## src/rtl/ram_block_mover.sv

```systemverilog
// ram_block_mover: bus initiator for a 256 x 32-bit RAM that copies or fills a
// block of words, one word at a time, and pulses done when the block is complete.
module ram_block_mover #(
   parameter int unsigned RD_LAT = 1
) (
   input  logic        clock,
   input  logic        reset,
   input  logic        start,
   input  logic        mode,
   input  logic [7:0]  src_adr,
   input  logic [7:0]  dst_adr,
   input  logic [8:0]  len,
   input  logic [31:0] fill_data,
   output logic        busy,
   output logic        done,
   output logic [8:0]  xfer_cnt,
   output logic [7:0]  mem_adr,
   output logic [31:0] mem_din,
   output logic        mem_wr,
   input  logic [31:0] mem_dout
);

   typedef enum logic [1:0] {StIdle, StRead, StWrite, StFin} state_e;

   // Last READ cycle index; the READ state lasts LatMax+1 cycles.
   localparam logic [1:0] LatMax = RD_LAT[1:0];

   state_e      state_q;
   logic        mode_q;
   logic [7:0]  src_q;
   logic [7:0]  dst_q;
   logic [8:0]  rem_q;
   logic [31:0] fill_q;
   logic [1:0]  lat_q;

   // Single FSM; every output is registered and set on the edge entering its state.
   always_ff @(posedge clock) begin
      if (reset) begin
         state_q  <= StIdle;
         mode_q   <= 1'b0;
         src_q    <= 8'd0;
         dst_q    <= 8'd0;
         rem_q    <= 9'd0;
         fill_q   <= 32'd0;
         lat_q    <= 2'd0;
         busy     <= 1'b0;
         done     <= 1'b0;
         xfer_cnt <= 9'd0;
         mem_adr  <= 8'd0;
         mem_din  <= 32'd0;
         mem_wr   <= 1'b0;
      end else begin
         done <= 1'b0;
         unique case (state_q)
            StIdle: begin
               mem_wr <= 1'b0;
               busy   <= 1'b0;
               if (start) begin
                  mode_q   <= mode;
                  src_q    <= src_adr;
                  dst_q    <= dst_adr;
                  rem_q    <= len;
                  fill_q   <= fill_data;
                  xfer_cnt <= 9'd0;
                  lat_q    <= 2'd0;
                  if (len == 9'd0) begin
                     state_q <= StFin;
                     done    <= 1'b1;
                  end else if (mode) begin
                     state_q <= StWrite;
                     busy    <= 1'b1;
                     mem_wr  <= 1'b1;
                     mem_adr <= dst_adr;
                     mem_din <= fill_data;
                  end else begin
                     state_q <= StRead;
                     busy    <= 1'b1;
                     mem_adr <= src_adr;
                  end
               end
            end
            StRead: begin
               if (lat_q == LatMax) begin
                  // Read data is valid on this edge; hand it straight to the write.
                  lat_q   <= 2'd0;
                  mem_din <= mem_dout;
                  mem_adr <= dst_q;
                  mem_wr  <= 1'b1;
                  state_q <= StWrite;
               end else begin
                  lat_q <= lat_q + 2'd1;
               end
            end
            StWrite: begin
               xfer_cnt <= xfer_cnt + 9'd1;
               src_q    <= src_q + 8'd1;
               dst_q    <= dst_q + 8'd1;
               rem_q    <= rem_q - 9'd1;
               if (rem_q == 9'd1) begin
                  state_q <= StFin;
                  mem_wr  <= 1'b0;
                  busy    <= 1'b0;
                  done    <= 1'b1;
               end else if (mode_q) begin
                  mem_wr  <= 1'b1;
                  mem_adr <= dst_q + 8'd1;
                  mem_din <= fill_q;
               end else begin
                  state_q <= StRead;
                  mem_wr  <= 1'b0;
                  mem_adr <= src_q + 8'd1;
               end
            end
            StFin: begin
               mem_wr  <= 1'b0;
               state_q <= StIdle;
            end
            default: state_q <= StIdle;
         endcase
      end
   end

endmodule

```

## config.mk

```make
export PLATFORM = sky130hd
export DESIGN_NAME = ram_block_mover
export DESIGN_NICKNAME = d
export VERILOG_FILES = /design/src/rtl/ram_block_mover.sv
export SDC_FILE = /design/constraint.sdc
export NUM_CORES = 1
export LEC_CHECK = 0
export BUFFER_PORTS_ARGS = -buffer_cell sky130_fd_sc_hd__buf_2
export CORE_MARGIN = 5
export CORE_UTILIZATION = 50
export DETAILED_ROUTE_END_ITERATION = 6
export MAX_ROUTING_LAYER = met4
export PLACE_DENSITY = 0.73
export SETUP_SLACK_MARGIN = 0.3
export SYNTH_ARGS = -nofsm -noshare
export SYNTH_HDL_FRONTEND = slang
export SYNTH_SLANG_ARGS = --single-unit
```

## constraint.sdc

```tcl
create_clock -name clock -period 6.15 [get_ports clock]
set_clock_uncertainty 0.05 [all_clocks]
set_input_delay 0 -clock clock [delete_from_list [all_inputs] [get_ports clock]]
set_output_delay 0 -clock clock [all_outputs]
set_load 0.005 [all_outputs]
```

==> results of run 1 <==
## timing repair
item                      4_1_cts  5_1_grt
hold endpoints to repair       92        0
hold buffers                  110        0
setup buffers                   0        0
## worst max-delay path by stage
stage,endpoint,slack [ns],depth (start not counted),from
3_3_place_gp,xfer_cnt[7],3.31,7,state_q[0]
4_1_cts,mem_din[4],2.61,7,state_q[1]
3_5_place_dp,mem_din[21],3.09,6,state_q[1]
2_1_floorplan,src_q[3],3.89,9,state_q[0]
6_report,mem_din[13],2.56,7,state_q[1]
5_1_grt,mem_din[13],2.34,7,state_q[1]
## cells in the final DEF (no fill, tap or decap), types with 6 or more instances in the layout
cell type and instances:
nor3_1 12, dfxtp_1 114, a22oi_1 35, inv_1 14, nor2_1 30, nand3b_1 6, o21ai_0 23, mux2i_1 9
nand3_1 12, buf_2 143, xnor2_1 7, or3_1 8, nor2b_1 19, ha_1 7, dlygate4sd3_1 110, o211ai_1 33
xor2_1 7, buf_4 8, a211oi_1 18, a21oi_1 96, nand2_1 166, clkbuf_16 17
## cell families after synthesis
group | count (synthesis)
flip-flops | 114
AO/OA/AOI/OAI | 255
XOR/XNOR | 14
multiplexers | 11
AND/OR/NAND/NOR | 278
adder cells (fa/ha/maj) | 10
buffers and inverters | 75
## power by group through the flow
stage                     Sequential (mW)  Combinational, mW  Clock, mW
after floorplan                      1.08               1.02          0
after global placement               1.08               1.36          0
after detailed placement             1.09               1.40          0
after CTS                            1.08               1.48      0.970
after global routing                 1.11               1.67       1.01
final                                1.08               1.51      0.957
## state kept, by name, summed over array words and instances (netlist names), 2 cells and up
signal    count
rem_q         9
state_q       2
lat_q         2
src_q         8
mem_din      32
mem_adr       8
fill_q       32
dst_q         8
xfer_cnt      9
## through the flow
stage	setup WS, ns	power (mW)	std cells	area [um2]	util [%]
6_report	2.56	3.56	1130	8260	72.0
5_1_grt	2.34	3.79	1130	8260	72.0
4_1_cts	2.61	3.53	1130	8260	72.0
3_5_place_dp	3.09	2.49	991	6590	57.5
3_3_place_gp	3.31	2.44	991	6590	57.5
2_1_floorplan	3.89	2.09	757	5860	-
## routing by layer
layer	part of all wire (%)	wire length [um]	track usage [%]	up-vias
met4	4.0	756	14.2	0
met3	6.3	1200	6.45	67
met1	41	7710	31.2	3093
met2	49	9170	43.3	293
li1	-	-	-	3163
met5	0	0	-	-
## worst max-delay path: stages, from the launching register on
cell and delay, ns:
dfxtp_1 0.34, inv_1 0.12, ha_2 0.86, a211o_1 0.29
a221o_1 0.96, nand2_1 0.15, a21oi_1 0.19, dlygate4sd3_1 0.56
## final cells by class
type                            count  area, um2
Clock buffer                       24        492
Fill cell                         862       3210
Sequential cell                   114       2280
Timing Repair Buffer              261       1880
Multi-Input combinational cell    568       3300
Tap cell                          143        179
Inverter                           15       56.3
Clock inverter                      5       77.6
==> key figures, run 1 <==
Clock tree
  • CTS H-Tree Depth: 4
  • Clock Sinks: 114
  • Clock transition at path regs: 0.05 ns
  • Clock buffer depth: 2
  • CTS tree: done
  • CTS-repair resized insts: 0
  • Later-pin clock latency in the skew report: 0.41 ns
  • Total CTS buffers: 17
  • Clk root buf: clkbuf_16

Timing
  • Final min period: 3.59 ns
  • Hold slack: 0.0305 ns
  • Endpoints failing setup: 0
  • Slew Viols, Final: 0
  • Hold Fails Final Rpt: 0
  • Least-Margin Pin Slew: 1.24 ns
  • Fmax: 0.279 GHz
  • Period utilization: 58.3%
  • Setup TNS: 0 ns
  • Unrepaired setup endpoints after global routing: no
  • Slew headroom: 17.3%

Detailed routing
  • Detailed Route WL: 18.8 mm
  • Via count: 6616
  • DRC: 1
  • Drt initial violations: 774
  • DR vias/cell: 5.85
  • ANT nets after route: 0
  • DRT Pass-1 Iters: 7
  • Mean routed wirelength per cell: 16.7 um

Worst setup path
  • Worst Setup End Kind: register
  • Reg-to-reg critical path startpoint: state_q[1]
  • Critical path startpoint category: register
  • Reg-to-reg setup timing slack: 2.56 ns
  • Reg-to-reg endpoint: mem_din[13]
  • Worst r2r path cells: 7
  • Worst Path Max Fanout: 48
  • Worst Path Required: 6.46 ns
  • CP Data Arrival Time: 3.89 ns
  • Crit path kind: register to register

Yosys
  • Dominant cell type by area after synthesis: dfxtp_1
  • Syn Std Cell Area: 5860 um2
  • Primary FF master, synth: dfxtp_1
  • Syn Nets: 860
  • Mux cell area share after synthesis: 1.92%
  • Synth top area share: 38.9%
  • Synth area leaders: dfxtp_1 (39%), nand2_1 (11%), a21oi_1 (8.2%)
  • Seq/Total Area, Yosys: 38.9%
  • Flop and latch count out of synthesis: 114
  • Netlist cell types: 59
  • Post-synth EDFFs: 0
  • Fraction of registers with async set/reset: 0%
  • Largest family of logic cells by synthesized area: compound AO/OA/AOI/OAI gates
  • Post-Synth XOR/XNOR Area: 2.09%
  • Adder-cell share of the synthesized area: 2.13%
  • Synth top cells by count: nand2_1 (166), dfxtp_1 (114), a21oi_1 (96)
  • Post-synthesis simple-gate area fraction: 21.2%
  • Synth warn: 0
  • Compound-cell area share of the yosys netlist: 28.6%
  • Most common cell in the netlist: nand2_1
  • Mean Syn Cell Area: 7.75 um2
  • Synth Instances: 757

Power
  • Sw power: 1.39 mW
  • Switching power share of the total: 39.2%
  • P_int: 2.16 mW
  • Peak supply drop: 0.000279 V
  • Leakage power: 3.35 nW
  • Logic gate share of total power: 42.6%
  • Clock Power Share: 26.9%
  • Sequential share of power: 30.5%
  • Power Dens Cells: 431 nW/um2

Place
  • I/O Buffers: 144
  • Routability congestion estimate: 0.881
  • Detailed placement HPWL: 11.1 mm

Global routing
  • Initial antenna violation count: 0
  • Vias in the first global route: 6495
  • Total gr overflow: 0
  • First-pass GRT wire length: 30.7 mm
  • All-Layer GR Usage: 27.0%
  • Largest net degree at the start of global routing: 79

Final layout
  • P&R area growth vs syn: 40.9%
  • Nets@finish: 1080
  • Layout cell share with drive strength beyond 1: 19.7%
  • Number of diodes: 0

Die
  • Row count: 39
  • Total die area: 14000 um2
  • # IOs: 145
  • Die Span Y: 118 um
  • Initial Utilization: 51.1%
  • Core ar.: 11500 um2
  • Die W: 118 um

Outcome
  • Status: finished, violations left
  • Failing checks: DRC

Worst hold path
  • Hold/Removal Path Class: primary input to register
  • Hold wc startpoint: mem_dout[7]
  • Hold depth: 5
  • Hold Path End: mem_din[7]

Run
  • Number of max-cap violations: 0
No activity file was read; power rests on OpenSTA's default activity.
==> run 2, diff against run 1 <==
==> constraint.sdc (replaced) <==
create_clock -name clock -period 3.6 [get_ports clock]
set_clock_uncertainty 0.05 [all_clocks]
set_input_delay 0 -clock clock [delete_from_list [all_inputs] [get_ports clock]]
set_output_delay 0 -clock clock [all_outputs]
set_load 0.005 [all_outputs]
==> run 2 against run 1 <==
Compared with the run above: the run now ends clean; highest routed layer unchanged; setup slack worse by 1.8 ns; routed wire length is 2.0% lower; clock power is 94% higher; maximum frequency rose by 25%.
==> key figures, run 2 (same netlist as run 1, synthesis figures left out) <==
Detailed routing
  • ANT nets after route: 0
  • DR vias/cell: 5.85
  • DRC: 0
  • DRT Pass-1 Iters: 5
  • Via count: 6504
  • Drt initial violations: 590
  • Detailed Route WL: 18.4 mm
  • Mean routed wirelength per cell: 16.6 um

Worst setup path
  • Worst path slowest cell: ha_2
  • Critical path startpoint category: register
  • Worst Path Required: 3.88 ns
  • Crit path kind: register to register
  • Worst Setup SP: state_q[1]
  • Worst Path Max Fanout: 48
  • Worst-path cell chain: inv_1 > ha_2 > a211o_1 > a221o_1 > buf_4 > nand2_1 > a21oi_1
  • Largest stage delay on the critical path: 0.87 ns
  • Worst Setup End Kind: register
  • Reg-to-reg critical path startpoint: state_q[1]
  • CP Data Arrival Time: 3.15 ns

Global routing
  • Vias in the first global route: 6406
  • Initial antenna violation count: 1
  • Total gr overflow: 0
  • All-Layer GR Usage: 26.9%
  • First-pass GRT wire length: 30.6 mm
  • Largest net degree at the start of global routing: 113

Die
  • Die W: 118 um
  • Row count: 39
  • Initial Utilization: 51.1%
  • Total die area: 14000 um2
  • # IOs: 145
  • Core ar.: 11500 um2
  • Die Span Y: 118 um

Final layout
  • Nets@finish: 1057
  • P&R area growth vs syn: 38.5%
  • Layout cell share with drive strength beyond 1: 21.0%
  • Top Registers: fill_q: 32 flops, mem_din: 32 flops
  • Most frequent cells in the layout: nand2_1 (166), buf_2 (143), dfxtp_1 (114)
  • Area of the multi-input gates: 3300 um2
  • Commonest non-fill, non-tap cell in the layout: nand2_1
  • Reg area: 2280 um2
  • Layout Cells excl Fill: 1111
  • FILL cells: 841
  • Final core utilization: 70.8%

Clock tree
  • Later-pin clock latency in the skew report: 0.42 ns
  • CTS-repair resized insts: 0
  • CTS tree: done
  • Clock Sinks: 114
  • Clk root buf: clkbuf_16
  • CTS H-Tree Depth: 4
  • Total CTS buffers: 17
  • Clock buffer depth: 2
  • Clock transition at path regs: 0.06 ns
  • Setup bufs post-CTS: 0

Place
  • Placed Cells incl. Taps: 995
  • Routability congestion estimate: 0.892
  • Detailed placement HPWL: 11.4 mm
  • I/O Buffers: 144

Outcome
  • Status: finished clean

Timing
  • Slew headroom: 19.9%
  • Final min period: 2.87 ns
  • Endpoints failing setup: 0
  • Hold slack: 0.0140 ns
  • Setup TNS: 0 ns
  • Hold Fails Final Rpt: 0
  • Least-Margin Pin Slew: 1.20 ns
  • Period utilization: 79.7%
  • Fmax: 0.349 GHz
  • Slew Viols, Final: 0
  • Unrepaired setup endpoints after global routing: no

Run
  • Number of max-cap violations: 0

Power
  • Power Dens Cells: 772 nW/um2
  • Leakage power: 3.25 nW
  • Power Total: 6.27 mW
  • Peak supply drop: 0.000493 V

Worst hold path
  • Hold wc startpoint: mem_dout[21]
  • Hold/Removal Path Class: primary input to register
-- run 2: final timing paths --
path,end,cells after the start,slack (ns)
max,mem_din[14],7,0.73
min,mem_din[21],5,0.01
max reg2reg,mem_din[14],7,0.73
min reg2reg,mem_din[30],2,0.40
-- run 2: area by class of cell --
cell class	instances	share of cell area [%]
clock inverter	7	1.76
multi-input combinational	568	40.6
sequential	114	28.1
timing repair buffer	238	20.2
tap	143	2.20
antenna	1	0.0308
clock buffer	25	6.47
inverter	15	0.693
-- run 2: per-stage QoR --
stage	area, um2	setup WS [ns]
floorplan	5860	1.34
global placement	6620	0.960
detailed placement	6620	0.823
CTS	8120	0.781
global route	8120	0.547
finish	8120	0.732
-- run 2: per-layer routing --
metal	vias up	wire (um)	GRT usage (%)
li1	3117	-	-
met1	3048	7680	32.6
met2	296	8950	43.4
met3	43	1300	5.68
met4	0	520	11.5
met5	-	0	-
-- run 2: where the power goes --
group	switching, mW	internal [mW]
sequential	0.255	1.61
clock	0.572	1.29
combinational	1.56	0.981
-- run 2: what timing repair did --
item / 4_1_cts / 5_1_grt
hold endpoints to repair: 92 / 0
hold buffers: 83 / 0
setup endpoints to repair: 0 / 0
-- run 2: critical path, delay by kind of cell, from the launching register on --
family	cells	cell delay, ns
AOI/OAI and AO/OA	3	0.93
adders and majority gates	1	0.87
buffers and inverters	2	0.47
DFF	1	0.34
and+or+nand+nor	1	0.11
==> run 3, diff against run 2 <==
==> constraint.sdc (replaced) <==
create_clock -name clock -period 2.85 [get_ports clock]
set_clock_uncertainty 0.05 [all_clocks]
set_input_delay 0 -clock clock [delete_from_list [all_inputs] [get_ports clock]]
set_output_delay 0 -clock clock [all_outputs]
set_load 0.005 [all_outputs]
==> run 3 against run 2 <==
Compared with the run above: utilization is 0.076 points higher; sequential cell count stayed put; global-route usage is 0.93 points higher; worst hold slack better by 0.017 ns; register-to-register slack worse by 0.28 ns.
==> key figures, run 3 (same netlist as run 1, synthesis figures left out) <==
Outcome
  • Status: finished clean

Worst hold path
  • Hold depth: 5
  • Hold wc startpoint: mem_dout[24]
  • Hold/Removal Path Class: primary input to register
  • Hold Path End: mem_din[24]

Die
  • Die W: 118 um
  • Die Span Y: 118 um
  • Row count: 39
  • # IOs: 145
  • Core ar.: 11500 um2
  • Total die area: 14000 um2
  • Initial Utilization: 51.1%

Final layout
  • Final instance area: 8130 um2
  • P&R area growth vs syn: 38.6%
  • Commonest non-fill, non-tap cell in the layout: nand2_1
  • FILL cells: 915
  • Most frequent cells in the layout: nand2_1 (166), buf_2 (143), dfxtp_1 (114)
  • Nets@finish: 1062
  • Layout Cells excl Fill: 1117
  • Top Registers: fill_q: 32 flops, mem_din: 32 flops
  • Layout cell share with drive strength beyond 1: 20.7%
  • Final core utilization: 70.9%

Timing
  • Period utilization: 84.2%
  • Fmax: 0.417 GHz
  • Setup TNS: 0 ns
  • Worst Slack Setup Final: 0.450 ns
  • Endpoints failing setup: 0
  • Least-Margin Pin Slew: 0.884 ns
  • Unrepaired setup endpoints after global routing: no
  • Slew headroom: 41.1%
  • Final min period: 2.40 ns
  • Hold Fails Final Rpt: 0
  • Slew Viols, Final: 0

Global routing
  • Met3 Track Usage GR: 6.06%
  • Busiest layer in global routing: met2
  • Met2 Track Usage GR: 43.4%
  • Initial antenna violation count: 1
  • Largest net degree at the start of global routing: 81
  • Total gr overflow: 0
  • All-Layer GR Usage: 27.9%
  • Vias in the first global route: 6458
  • Met1 usage: 33.8%
  • First-pass GRT wire length: 31.4 mm

Detailed routing
  • Via count: 6622
  • DRC: 0
  • ANT nets after route: 0
  • DR vias/cell: 5.93
  • Mean routed wirelength per cell: 17.2 um
  • Detailed Route WL: 19.3 mm
  • DRT Pass-1 Iters: 5
  • Drt initial violations: 660

Worst setup path
  • Reg-to-reg setup timing slack: 0.45 ns
  • Reg-to-reg critical path startpoint: state_q[0]
  • Worst r2r path cells: 8
  • Worst Setup End Kind: register
  • Reg-to-reg endpoint: mem_din[12]
  • Crit path kind: register to register
  • CP Data Arrival Time: 2.68 ns
  • Worst Path Max Fanout: 32
  • Critical path startpoint category: register
  • Worst Path Required: 3.13 ns

Place
  • I/O Buffers: 144
  • Routability congestion estimate: 0.875
  • Placed Cells incl. Taps: 997
  • Dpl ws: 0.555 ns
  • Area after DPL: 6650 um2
  • Detailed placement HPWL: 11.5 mm

Clock tree
  • CTS H-Tree Depth: 4
  • CTS tree: done
  • Later-pin clock latency in the skew report: 0.42 ns
  • Clock transition at path regs: 0.05 ns
  • Clock Sinks: 114
  • Setup bufs post-CTS: 0
  • Clk root buf: clkbuf_16
  • Clock buffer depth: 2
  • Total CTS buffers: 17

Power
  • Power Dens Cells: 957 nW/um2
  • Leakage power: 3.26 nW
  • Peak supply drop: 0.000588 V

Run
  • Number of max-cap violations: 0
## run 3: changes by cell type in the layout (fill, tap and decap cells not counted), moves of 2 or more
cell	change
bufinv_16	-2
dlygate4sd3_1	+3
clkinvlp_4	-3
clkbuf_1	+4
## run 3: per-stage QoR
stage	total power [mW]	hold WS, ns
2_1_floorplan	4.52	0.0860
3_3_place_gp	5.37	0.206
3_5_place_dp	5.47	0.212
4_1_cts	7.73	0.000516
5_1_grt	8.27	0.0278
6_report	7.78	0.0315
## run 3: cell type report
class	instances	area, um2	share of cell area [%]
clock inverters	3	65.1	0.800
multi-input cells	568	3310	40.7
clock buffers	29	541	6.65
diodes	2	5.00	0.0616
inverters	15	56.3	0.693
repair buffers	243	1690	20.8
well taps	143	179	2.20
flip-flops and latches	114	2280	28.1
## run 3: worst max-delay path by stage
stage | start | endpoint | slack [ns] | cells past startpoint
2_1_floorplan | state_q[0] | src_q[3] | 0.59 | 9
6_report | state_q[0] | mem_din[12] | 0.45 | 8
5_1_grt | state_q[1] | mem_din[12] | 0.31 | 8
4_1_cts | len[5] | mem_din[21] | 0.46 | 8
3_5_place_dp | state_q[0] | mem_din[2] | 0.55 | 8
3_3_place_gp | state_q[0] | mem_din[17] | 0.63 | 8
## run 3: repair_timing
item	in CTS	in global routing
hold buffers	86	0
endpoints found under the hold margin	89	0
gates resized for setup	0	1
endpoints found under the setup margin	0	2
## run 3: worst max-delay path: stages (launching register included)
cell and delay (ns):
dfxtp_1 0.37, inv_1 0.10, ha_2 0.27, nor2b_1 0.21, a211o_1 0.34, a221oi_4 0.19, buf_4 0.38, o211ai_1 0.17
a21oi_1 0.21
## run 3: report_power, final
part           switching, mW  leakage (nW)  internal [mW]
registers              0.317         0.935           2.03
clock network          0.705         0.298           1.45
logic                   2.02          2.03           1.26
total                   3.04          3.26           4.74
## run 3: metal layers
metal	share of wire [%]	routed length, um
met1	42	8010
met2	48	9180
met3	7.2	1380
met4	3.5	677
met5	0	0
